==> src/rtl/fp32_pkg.sv <==
// Shared IEEE-754 single-precision constants, field widths and divider FSM types.
package fp32_pkg;

    localparam int unsigned W     = 32;
    localparam int unsigned E_W   = 8;
    localparam int unsigned F_W   = 23;
    localparam int unsigned M_W   = 24;
    localparam int unsigned Q_W   = 25;
    localparam int unsigned EXP_W = 10;
    localparam int unsigned CNT_W = 5;
    localparam int unsigned BIAS  = 127;

    localparam logic [W-1:0]   QNAN    = 32'h7FC0_0000;
    localparam logic [E_W-1:0] EXP_MAX = 8'hFF;

    localparam logic signed [EXP_W-1:0] EXP_OVF  = 10'sd255;
    localparam logic signed [EXP_W-1:0] EXP_ZERO = 10'sd0;

    typedef enum logic [1:0] {
        IDLE = 2'd0,
        DIV  = 2'd1,
        NORM = 2'd2,
        DONE = 2'd3
    } state_t;

    typedef struct packed {
        logic invalid;
        logic div_by_zero;
        logic overflow;
        logic underflow;
    } flags_t;

    typedef struct packed {
        logic [W-1:0] q;
        flags_t       flags;
    } result_t;

endpackage

==> src/rtl/number_detect.sv <==
// Splits an IEEE-754 single into fields and classifies it; denormals read as signed zero.
module number_detect
    import fp32_pkg::*;
(
    input  logic [W-1:0]   x,
    output logic           sign_c,
    output logic [E_W-1:0] exp_c,
    output logic [M_W-1:0] man_c,
    output logic           is_zero_c,
    output logic           is_inf_c,
    output logic           is_nan_c
);

    logic [F_W-1:0] frac;

    assign sign_c    = x[W-1];
    assign exp_c     = x[W-2 -: E_W];
    assign frac      = x[F_W-1:0];
    assign man_c     = {1'b1, frac};
    // A zero exponent is treated as zero regardless of the fraction (flush-to-zero).
    assign is_zero_c = (exp_c == '0);
    assign is_inf_c  = (exp_c == EXP_MAX) && (frac == '0);
    assign is_nan_c  = (exp_c == EXP_MAX) && (frac != '0);

endmodule

==> src/rtl/fp32_divider.sv <==
// Multi-cycle FP32 divider: radix-2 restoring mantissa division, truncating rounding.
module fp32_divider
    import fp32_pkg::*;
(
    input  logic         clk,
    input  logic         rst_n,
    input  logic         start,
    input  logic [W-1:0] a,
    input  logic [W-1:0] b,
    output logic         busy,
    output logic         done,
    output logic [W-1:0] q,
    output logic         invalid,
    output logic         div_by_zero,
    output logic         overflow,
    output logic         underflow
);

    state_t state_q, state_d;

    logic           sign_a, sign_b, zero_a, zero_b, inf_a, inf_b, nan_a, nan_b;
    logic [E_W-1:0] exp_a, exp_b;
    logic [M_W-1:0] man_a, man_b;

    logic [Q_W-1:0]          rem_q;
    logic [M_W-1:0]          div_q;
    logic [Q_W-1:0]          quo_q;
    logic [CNT_W-1:0]        cnt_q;
    logic signed [EXP_W-1:0] exp_q;
    logic                    sign_q;
    result_t                 res_q;

    logic                    special_c, sign_ab_c, ge_c;
    logic [M_W-1:0]          rem_diff_c;
    logic signed [EXP_W-1:0] exp_init_c, exp_norm_c;
    logic [F_W-1:0]          mant_norm_c;
    result_t                 spec_res_c, norm_res_c;

    number_detect u_det_a (
        .x(a), .sign_c(sign_a), .exp_c(exp_a), .man_c(man_a),
        .is_zero_c(zero_a), .is_inf_c(inf_a), .is_nan_c(nan_a)
    );

    number_detect u_det_b (
        .x(b), .sign_c(sign_b), .exp_c(exp_b), .man_c(man_b),
        .is_zero_c(zero_b), .is_inf_c(inf_b), .is_nan_c(nan_b)
    );

    // Special-operand result, resolved in the acceptance cycle.
    always_comb begin
        sign_ab_c  = sign_a ^ sign_b;
        special_c  = nan_a | nan_b | zero_a | zero_b | inf_a | inf_b;
        exp_init_c = EXP_W'(exp_a) - EXP_W'(exp_b) + EXP_W'(BIAS);
        spec_res_c = '0;
        if (nan_a || nan_b || (zero_a && zero_b) || (inf_a && inf_b)) begin
            spec_res_c.q             = QNAN;
            spec_res_c.flags.invalid = 1'b1;
        end else if (inf_a) begin
            spec_res_c.q = {sign_ab_c, EXP_MAX, F_W'(0)};
        end else if (inf_b) begin
            spec_res_c.q = {sign_ab_c, (W-1)'(0)};
        end else if (zero_b) begin
            spec_res_c.q                 = {sign_ab_c, EXP_MAX, F_W'(0)};
            spec_res_c.flags.div_by_zero = 1'b1;
        end else begin
            spec_res_c.q = {sign_ab_c, (W-1)'(0)};
        end
    end

    // One restoring step; the remainder stays below twice the divisor.
    always_comb begin
        ge_c       = (rem_q >= {1'b0, div_q});
        rem_diff_c = M_W'(rem_q - {1'b0, div_q});
    end

    // Normalise the 25-bit quotient and range-check the exponent.
    always_comb begin
        exp_norm_c  = quo_q[Q_W-1] ? exp_q : exp_q - EXP_W'(1);
        mant_norm_c = quo_q[Q_W-1] ? quo_q[Q_W-2:1] : quo_q[Q_W-3:0];
        norm_res_c  = '0;
        if (exp_norm_c >= EXP_OVF) begin
            norm_res_c.q              = {sign_q, EXP_MAX, F_W'(0)};
            norm_res_c.flags.overflow = 1'b1;
        end else if (exp_norm_c <= EXP_ZERO) begin
            norm_res_c.q               = {sign_q, (W-1)'(0)};
            norm_res_c.flags.underflow = 1'b1;
        end else begin
            norm_res_c.q = {sign_q, exp_norm_c[E_W-1:0], mant_norm_c};
        end
    end

    always_comb begin
        state_d = state_q;
        case (state_q)
            IDLE:    if (start) state_d = special_c ? DONE : DIV;
            DIV:     if (cnt_q == CNT_W'(Q_W - 1)) state_d = NORM;
            NORM:    state_d = DONE;
            DONE:    state_d = IDLE;
            default: state_d = IDLE;
        endcase
    end

    always_ff @(posedge clk) begin
        if (!rst_n) state_q <= IDLE;
        else        state_q <= state_d;
    end

    // Datapath and registered outputs; q/flags only move when done is raised.
    always_ff @(posedge clk) begin
        if (!rst_n) begin
            busy        <= 1'b0;
            done        <= 1'b0;
            q           <= '0;
            invalid     <= 1'b0;
            div_by_zero <= 1'b0;
            overflow    <= 1'b0;
            underflow   <= 1'b0;
            rem_q       <= '0;
            div_q       <= '0;
            quo_q       <= '0;
            cnt_q       <= '0;
            exp_q       <= '0;
            sign_q      <= 1'b0;
            res_q       <= '0;
        end else begin
            busy <= (state_d != IDLE);
            done <= (state_q == DONE);
            case (state_q)
                IDLE: begin
                    if (start) begin
                        rem_q  <= {1'b0, man_a};
                        div_q  <= man_b;
                        quo_q  <= '0;
                        cnt_q  <= '0;
                        exp_q  <= exp_init_c;
                        sign_q <= sign_ab_c;
                        if (special_c) res_q <= spec_res_c;
                    end
                end
                DIV: begin
                    quo_q <= {quo_q[Q_W-2:0], ge_c};
                    rem_q <= ge_c ? {rem_diff_c, 1'b0} : {rem_q[Q_W-2:0], 1'b0};
                    cnt_q <= cnt_q + CNT_W'(1);
                end
                NORM: res_q <= norm_res_c;
                DONE: begin
                    q           <= res_q.q;
                    invalid     <= res_q.flags.invalid;
                    div_by_zero <= res_q.flags.div_by_zero;
                    overflow    <= res_q.flags.overflow;
                    underflow   <= res_q.flags.underflow;
                end
                default: ;
            endcase
        end
    end

endmodule

==> config.mk <==
export PLATFORM = sky130hd
export DESIGN_NAME = fp32_divider
export DESIGN_NICKNAME = d
export VERILOG_FILES = /design/src/rtl/fp32_pkg.sv /design/src/rtl/number_detect.sv /design/src/rtl/fp32_divider.sv
export SDC_FILE = /design/constraint.sdc
export NUM_CORES = 1
export LEC_CHECK = 0
export ABC_AREA = 1
export CORE_AREA = 2 2 174 176
export CTS_CLUSTER_SIZE = 28
export DETAILED_ROUTE_END_ITERATION = 7
export DIE_AREA = 0 0 176 178
export PLACE_DENSITY = 0.64
export SYNTH_ARGS = -nofsm -noshare
export SYNTH_HDL_FRONTEND = slang
export SYNTH_HIERARCHICAL = 1
export SYNTH_SLANG_ARGS = --single-unit
export TNS_END_PERCENT = 5
==> constraint.sdc <==
create_clock -name clk -period 2.5 [get_ports clk]
set_input_delay 0.375 -clock clk [delete_from_list [all_inputs] [get_ports clk]]
set_output_delay 0.375 -clock clk [all_outputs]
set_load 0.01 [all_outputs]
## After elaboration in Yosys (flattened, before gate mapping)

Index checks and enable logic that the tools add are counted.

- Bits in registers: 166
- Bits of input ports: 67
- Output and inout port bits: 38
- Logic and storage cells: 93

- Add/sub/neg operators: 5
- Magnitude comparators: 3
- Equality and inequality tests: 8
- Muxes and demuxes: 30
- Bitwise operators: 6
- Reductions and logical operators: 22

Operator list:

| kind | count |
|---|---|
| two-way mux 31 bit | 5 |
| one-hot mux 25 bit (2 select lines) | 2 |
| two-way mux 25 bit | 3 |
| two-way mux 36 bit | 2 |
| one-hot mux 36 bit (2 select lines) | 1 |
| logical NOT 23 bit | 2 |
| nonzero test 23 bit | 2 |
| two-way mux 32 bit | 1 |
| >= comparator 25 x 24 -> 1 bit | 1 |
| subtractor 24 bit | 1 |
| two-way mux 23 bit | 1 |
| equality test 8 bit, second input constant | 2 |
| logical NOT 8 bit | 2 |
| adder 9 x 8 -> 10 bit, second input constant | 1 |
| >= comparator 10 x 9 -> 1 bit, second input constant | 1 |
| less-or-equal comparator 10 x 1 -> 1 bit, second input constant | 1 |
| two-way mux 10 bit | 1 |
| one-hot mux 5 bit (2 select lines) | 1 |
| subtractor 10 x 2 -> 10 bit, second input constant | 1 |
| subtractor 8 x 8 -> 9 bit | 1 |
| two-way mux 1 bit | 8 |
| one-hot mux 2 bit (4 select lines) | 1 |
| logical AND 1 bit | 6 |
| two-way mux 2 bit | 3 |
| other kinds (13) | 24 |

## Depth between registers and ports, before layout

Gate-level depths: netlist (run 1).

- Depth in word-level cells: 11
- Depth in mapped cells: 17
- Gate-level depth less buffers: 17

## Modules after synthesis

The synthesis (run 1) kept the hierarchy.

Modules (own cells, without submodules):

| module | times used | cells each | area each (sq um) | sequential area each (sq um) |
|---|---|---|---|---|
| fp32_divider | 1 | 1,422 | 9,369.0 | 3,323.2 |
| number_detect | 2 | 69 | 404.1 | 0.0 |

## Worst setup path before layout (run 1)

Ideal clock, no wire load.

- Path kind: input to register
- Start point: input a[23]
- End point: register exp_q[7]
- Data arrival time: 2,096 ps
- Path slack: 334 ps
- Stages on the path: 15
- Buffers on the path: 1
- Path through: buf_4 -> inv_1 -> ha_1 -> inv_1 -> fa_1 -> xor2_1 -> nor2_1 -> nand2_1 -> nor2_1 -> nand2_1 -> nor2_1 -> nand2_1 -> nand2_1 -> nand2_1 -> a21oi_1

- Cells in the longest elaborated chain, start to end: 2

Ends and longest elaborated chain:

| element | RTL line | RTL |
|---|---|---|
| start: declaration | fp32_divider.sv:8 | `input logic [W-1:0] a,` |
| subtractor 8 x 8 -> 9 bit | fp32_divider.sv:53 | `exp_init_c = EXP_W'(exp_a) - EXP_W'(exp_b) + EXP_W'(BIAS);` |
| adder 9 x 8 -> 10 bit | fp32_divider.sv:53 |  |
| end signal: assignment | fp32_divider.sv:135 | `exp_q <= exp_init_c;` |
| end: declaration | fp32_divider.sv:29 | `logic signed [EXP_W-1:0] exp_q;` |

Every way passes these cells.
A chain may end at the register's enable or synchronous reset.

## Worst setup path after layout (run 1)

- Start point: input a[23]
- End point: register exp_q[8]

The elaborated chain is that of the path after synthesis.

==> flow_metrics.env, run 1 <==
export IMPL_status="finished clean"
export IMPL_drcViolationCount=0
export IMPL_nets=1749
export IMPL_fin_worst_skew_ns=0.008643
export IMPL_clk_pin_slew_ns=0.07
export IMPL_vias=9819
export IMPL_p_per_area_mw_per_mm2=655.9
export IMPL_die_h_um=178
export IMPL_path_max_fanout=3
export IMPL_cts_tree="done"
export IMPL_fillers=3054
export IMPL_hold_path_class="in -> reg"
export IMPL_arrival_ns=2.58
export IMPL_worstMarginPinSlew_ns=0.6073
export IMPL_static_leakage_power_nw=5.472
export IMPL_synth_cell_types=44
export IMPL_async_flop_share=0
export IMPL_relSlewSlack=0.5951
export IMPL_syn_inst=1560
export IMPL_yosysWarnings=6
export IMPL_start_util=0.3461
export IMPL_cpPeakStageDelay_ns=0.50
export IMPL_synth_area_leaders="dfxtp_1 (33%), nand2_1 (18%), a21oi_1 (7.2%)"
export IMPL_clk_path_buf_depth=2
export IMPL_yosysTopAreaCellShare=0.3265
export IMPL_drt_iter0_markers=666
export IMPL_rsz0062_at_grt="no"
export IMPL_tns_ns=0
export IMPL_core_area_sq_mm=0.02940
export IMPL_grt_max_degree=98
export IMPL_grt_usage=0.1773
export IMPL_clock_latency_ns=0.44
export IMPL_final_max_slew_violation_count=0
export IMPL_seq_area_frac_synth=0.3265
export IMPL_setup_slack_ns=0.2450
export IMPL_register_area_sq_mm=0.003323
export IMPL_setup_viol=0
export IMPL_final_area_sq_mm=0.01232
export IMPL_peakVddDrop_v=0.0005023
export IMPL_first_global_vias=9275
export IMPL_grt_pass1_wl_mm=45.04
export IMPL_crit_chain="clkdlybuf4s50_1, inv_1, ha_1, inv_1, fa_1, inv_1, ha_1, inv_1, nor2_1, nand3_1, nand3b_1, nand3_1, nand2_1, nand2_1, nor2_1"
export IMPL_rows=63
export IMPL_start_kind="primary input"
export IMPL_dieArea_sq_mm=0.03133
export IMPL_period_share=0.9020
export IMPL_syn2layout_area_growth_pct=21.01
export IMPL_via_per_inst=4.797
export IMPL_antenna_left=0
export IMPL_synth_edf_count=0
export IMPL_wirelength_mm=27.34
export IMPL_place_ws_ns=-0.2297
export IMPL_syn_nets=1665
export IMPL_timing_fmax_mhz=443.5
export IMPL_synth_ff_latch_count=166
export IMPL_hold_viol=0
export IMPL_required_ns=2.82
export IMPL_wl_per_cell_um=13.36
export IMPL_final_common_cell="nand2_1"
export IMPL_portBuffers=104
export IMPL_cpMaxStageDelayCell="clkdlybuf4s50_1"
export IMPL_numClockSinks=166
export IMPL_htreeDepth=4
export IMPL_multiInputGateArea_sq_mm=0.005507
export IMPL_synth_top_cell_by_area="dfxtp_1"
export IMPL_drive_above_1_share=0.1129
export IMPL_min_period_ns=2.255
export IMPL_cts_root_buf="clkbuf_16"
export IMPL_place_congestion=0.9027
export IMPL_postPlaceCellArea_sq_mm=0.01164
export IMPL_first_pass_iters=5
export IMPL_diodes=0
export IMPL_antenna_found_initial=0
export IMPL_overflow=0
export IMPL_crit_top_cell="inv_1"
export IMPL_avgSynthCellArea_sq_um=6.524
export IMPL_fp_dieW_um=176
export IMPL_layout_common_cells="nand2_1 (473), dfxtp_1 (166), inv_1 (162)"
export IMPL_crit_type="in -> reg"
export IMPL_drv_cap=0
export IMPL_dp_hpwl_mm=19.95
export IMPL_synth_area_sq_mm=0.01018
export IMPL_numCtsBuffers=17
export IMPL_ys_flop_type="dfxtp_1"
export IMPL_cp_end_kind="register"
export IMPL_num_io_pins=105
## metrics by stage
stage	hold WS (ns)	total power [W]	instances	utilization
floorplan	0.4136	0.004594	1560	-
global placement	0.4313	0.005302	2013	0.3959
detailed placement	0.4369	0.005326	2013	0.3959
CTS	0.3762	0.008073	2045	0.4163
global route	0.4159	0.008594	2047	0.4189
finish	0.3840	0.008077	2047	0.4189
## power by group
part | internal (W) | switching [W] | leakage, nW
sequential | 0.00276 | 0.0000793 | 1.35
combinational | 0.000966 | 0.00155 | 3.82
clock | 0.00153 | 0.00119 | 0.296
## sequential cells by signal (all words and copies together), names as in the netlist, 2 cells and up
signal / count
q: 32
cnt_q: 5
state_q: 2
res_q: 36
exp_q: 10
rem_q: 25
div_q: 24
quo_q: 25
## what timing repair did
action | in CTS | in global routing
buffers inserted | 0 | 2
resized for setup | 0 | 15
hold endpoints to repair | 0 | 0
hold buffers | 0 | 0
endpoints found under the setup margin | 0 | 23
## synth_stat cells (2+ instances only)
cell type  instances
a21oi_1          147
a21oi_2           10
a31oi_1            4
and2_1             2
buf_1              2
buf_2              9
buf_4             66
buf_6              2
clkbuf_1          53
conb_1             2
dfxtp_1          166
fa_1               2
ha_1              36
inv_1            163
nand2_1          475
nand2_2           15
nand2_4            2
nand3_1          121
nand3b_1           4
nand4_1           47
nor2_1            96
nor2_2             4
nor2_8             3
nor3_1             6
nor3_2             2
nor4_2             3
o211ai_1           2
o21ai_0           72
o21bai_1          10
o31ai_1            2
or2_1              3
xnor2_1            8
xor2_1            10
## final timing paths
| check | start | end | slack (ns) | cells after the start |
|---|---|---|---|---|
| worst min-delay path | rst_n | rem_q[24] | 0.38 | 3 |
| worst max-delay path | a[23] | exp_q[8] | 0.24 | 15 |
| worst min register to register | res_q[12] | q[8] | 0.45 | 2 |
| worst max register to register | div_q[20] | rem_q[14] | 0.28 | 10 |
## logic make-up after synthesis
logic type               count (synthesis)  synth area share
buffers and inverters                  299            0.1393
flip-flops                             166            0.3265
adder cells (fa/ha/maj)                 38           0.04819
XOR/XNOR                                18           0.01549
AND/OR/NAND/NOR                        787            0.3382
AO/OA/AOI/OAI                          250            0.1315
other                                    2         0.0007379
## worst max-delay path, delay by kind of cell
family / cells / cell delay [ns]
and+or+nand+nor: 7 / 0.70
buffers and inverters: 5 / 0.76
adders and majority gates: 3 / 0.74
## cell type report
class / instances / share of cell area
multi-input cells: 1095 / 0.4471
flip-flops and latches: 166 / 0.2698
clock buffers: 18 / 0.03566
clock inverters: 14 / 0.01311
well taps: 390 / 0.03962
inverters: 166 / 0.05120
repair buffers: 198 / 0.1435
## per-layer routing
metal / GRT usage / share of wire
met1: 0.2355 / 0.49
met2: 0.2925 / 0.45
met3: 0.03538 / 0.044
met4: 0.05028 / 0.015
met5: 0 / 0
(Power assumes the default switching activity.)
==> inputs of run 2 (changes only) <==
--- a/config.mk
+++ b/config.mk
@@ -7,7 +7,7 @@
 export LEC_CHECK = 0
 export ABC_AREA = 1
 export CORE_AREA = 2 2 174 176
-export CTS_CLUSTER_SIZE = 28
+export CTS_CLUSTER_SIZE = 12
 export DETAILED_ROUTE_END_ITERATION = 7
 export DIE_AREA = 0 0 176 178
 export PLACE_DENSITY = 0.64
==> results of run 2 <==
No change in the layout: final DEF, timing and power equal those of run 1.
==> inputs of run 3 (changes only) <==
--- a/config.mk
+++ b/config.mk
@@ -6,11 +6,13 @@
 export NUM_CORES = 1
 export LEC_CHECK = 0
 export ABC_AREA = 1
+export CAP_MARGIN = 25
 export CORE_AREA = 2 2 174 176
 export CTS_CLUSTER_SIZE = 12
 export DETAILED_ROUTE_END_ITERATION = 7
 export DIE_AREA = 0 0 176 178
 export PLACE_DENSITY = 0.64
+export REMOVE_ABC_BUFFERS = 1
 export SYNTH_ARGS = -nofsm -noshare
 export SYNTH_HDL_FRONTEND = slang
 export SYNTH_HIERARCHICAL = 1
==> flow_metrics.env, run 3 (synthesis results as in run 1) <==
export IMPL_overflow=0
export IMPL_period_share=0.9365
export IMPL_first_global_vias=9197
export IMPL_final_common_cell="nand2_1"
export IMPL_hold_viol=0
export IMPL_via_per_inst=4.835
export IMPL_status="finished clean"
export IMPL_dieArea_sq_mm=0.03133
export IMPL_wirelength_mm=27.85
export IMPL_num_io_pins=105
export IMPL_wl_per_cell_um=13.66
export IMPL_static_leakage_power_nw=5.442
export IMPL_setup_viol=0
export IMPL_fp_dieW_um=176
export IMPL_fillers=3044
export IMPL_cp_endpoint="rem_q[12]"
export IMPL_drt_iter0_markers=670
export IMPL_r2r_start="div_q[12]"
export IMPL_drv_cap=0
export IMPL_dp_cells=2007
export IMPL_final_area_sq_mm=0.01221
export IMPL_critPathLaunch="div_q[12]"
export IMPL_critical_path_buf_inv_count=3
export IMPL_final_max_slew_violation_count=0
export IMPL_rr_worst_depth=14
export IMPL_place_congestion=0.9204
export IMPL_start_kind="register"
export IMPL_numClockSinks=166
export IMPL_cp_depth=14
export IMPL_fin_worst_skew_ns=0.01220
export IMPL_rows=63
export IMPL_worstMarginPinSlew_ns=0.6373
export IMPL_top_regs="res_q (36), q (32)"
export IMPL_hold_path_class="in -> reg"
export IMPL_timing_rr_end="rem_q[12]"
export IMPL_nets=1741
export IMPL_cts_tree="done"
export IMPL_largest_reg_flops=36
export IMPL_timing_fmax_mhz=427.1
export IMPL_cpPeakStageDelay_ns=0.37
export IMPL_required_ns=2.87
export IMPL_r2r_slack_ns=0.16
export IMPL_diodes=0
export IMPL_grt_usage=0.1797
export IMPL_arrival_ns=2.71
export IMPL_cts_root_buf="clkbuf_16"
export IMPL_hold_buffers=0
export IMPL_htreeDepth=4
export IMPL_first_pass_iters=5
export IMPL_fin_util=0.4154
export IMPL_drive_above_1_share=0.1019
export IMPL_crit_top_cell="nand2_1"
export IMPL_p_per_area_mw_per_mm2=660.3
export IMPL_tns_ns=0
export IMPL_top_register="res_q"
export IMPL_start_util=0.3461
export IMPL_postPlaceCellArea_sq_mm=0.01159
export IMPL_syn2layout_area_growth_pct=20.00
export IMPL_relSlewSlack=0.5751
export IMPL_vias=9858
export IMPL_path_max_fanout=9
export IMPL_p_total_w=0.008064
export IMPL_cp_end_kind="register"
export IMPL_rsz0062_at_grt="no"
export IMPL_antenna_left=0
export IMPL_crit_chain="inv_1, ha_1, nand2_1, inv_1, nand2_1, nand2_1, nand2_1, nand2_1, a21oi_2, nand3_2, buf_4, o21ai_0, nand3_1, a21oi_1"
export IMPL_die_h_um=178
export IMPL_grt_pass1_wl_mm=45.47
export IMPL_clock_latency_ns=0.43
export IMPL_peakVddDrop_v=0.0004838
export IMPL_crit_family="simple AND/OR/NAND/NOR gates"
export IMPL_numCtsBuffers=17
export IMPL_clk_pin_slew_ns=0.07
export IMPL_core_area_sq_mm=0.02940
export IMPL_fin_cells=2039
export IMPL_min_period_ns=2.341
export IMPL_drcViolationCount=0
export IMPL_portBuffers=104
export IMPL_dp_hpwl_mm=20.42
export IMPL_clk_path_buf_depth=2
export IMPL_grt_max_degree=98
export IMPL_antenna_found_initial=1
export IMPL_cpMaxStageDelayCell="ha_1"
export IMPL_crit_type="reg -> reg"
export IMPL_layout_common_cells="nand2_1 (475), dfxtp_1 (166), inv_1 (162)"
run 3: changes by cell type in the layout (fill, tap and decap cells not counted), moves of 3 or more:
cell,previous run,this run
inv_8,2,5
ha_2,3,0
ha_1,33,36
buf_4,92,83
run 3: per-stage QoR:
step	setup slack, ns	hold WS (ns)
2_1_floorplan	-1.097	0.4136
3_3_place_gp	-0.2927	0.4340
3_5_place_dp	-0.3307	0.4373
4_1_cts	0.1204	0.4257
5_1_grt	0.006298	0.4363
6_report	0.1588	0.4259
run 3: repair_timing:
| item | CTS | global route |
|---|---|---|
| resized for setup | 0 | 3 |
| setup endpoints to repair | 0 | 11 |
| setup buffers | 0 | 0 |
run 3: worst register-to-register path: cells and delay by family, from the launching register on:
| family | cells | cell delay (ns) |
|---|---|---|
| simple gates | 7 | 0.78 |
| fa+ha+maj | 1 | 0.37 |
| compound gates | 3 | 0.50 |
| flops | 1 | 0.31 |
| buf+inv | 3 | 0.33 |
run 3: routing by layer:
metal / vias to the layer above / part of all wire / track usage
met2: 205 / 0.44 / 0.2915
met3: 16 / 0.054 / 0.03453
li1: 5113 / - / -
met4: 0 / 0.0092 / 0.04442
met5: - / 0 / 0
met1: 4524 / 0.49 / 0.2462
run 3: power breakdown:
group	total (W)	internal [W]	switching, W	leakage [nW]
clock network	0.00275	0.00153	0.00123	0.305
logic	0.00247	0.000930	0.00154	3.79
registers	0.00284	0.00276	0.0000824	1.35
run 3: worst min path at each step:
stage | startpoint | cells past startpoint | slack (ns) | end
floorplan | res_q[2] | 2 | 0.41 | div_by_zero
global route | rst_n | 3 | 0.44 | res_q[34]
global placement | res_q[3] | 2 | 0.43 | invalid
CTS | rst_n | 3 | 0.43 | res_q[27]
detailed placement | res_q[23] | 2 | 0.44 | q[19]
finish | rst_n | 3 | 0.43 | res_q[30]
run 3: area by class of cell:
cell class	instances	area [sq um]	share of cell area
sequential	166	3323	0.2721
timing repair buffer	190	1710	0.1400
tap	390	488.0	0.03995
clock inverter	15	186.4	0.01526
multi-input combinational	1095	5451	0.4464
inverter	166	628.1	0.05143
clock buffer	17	425.4	0.03483
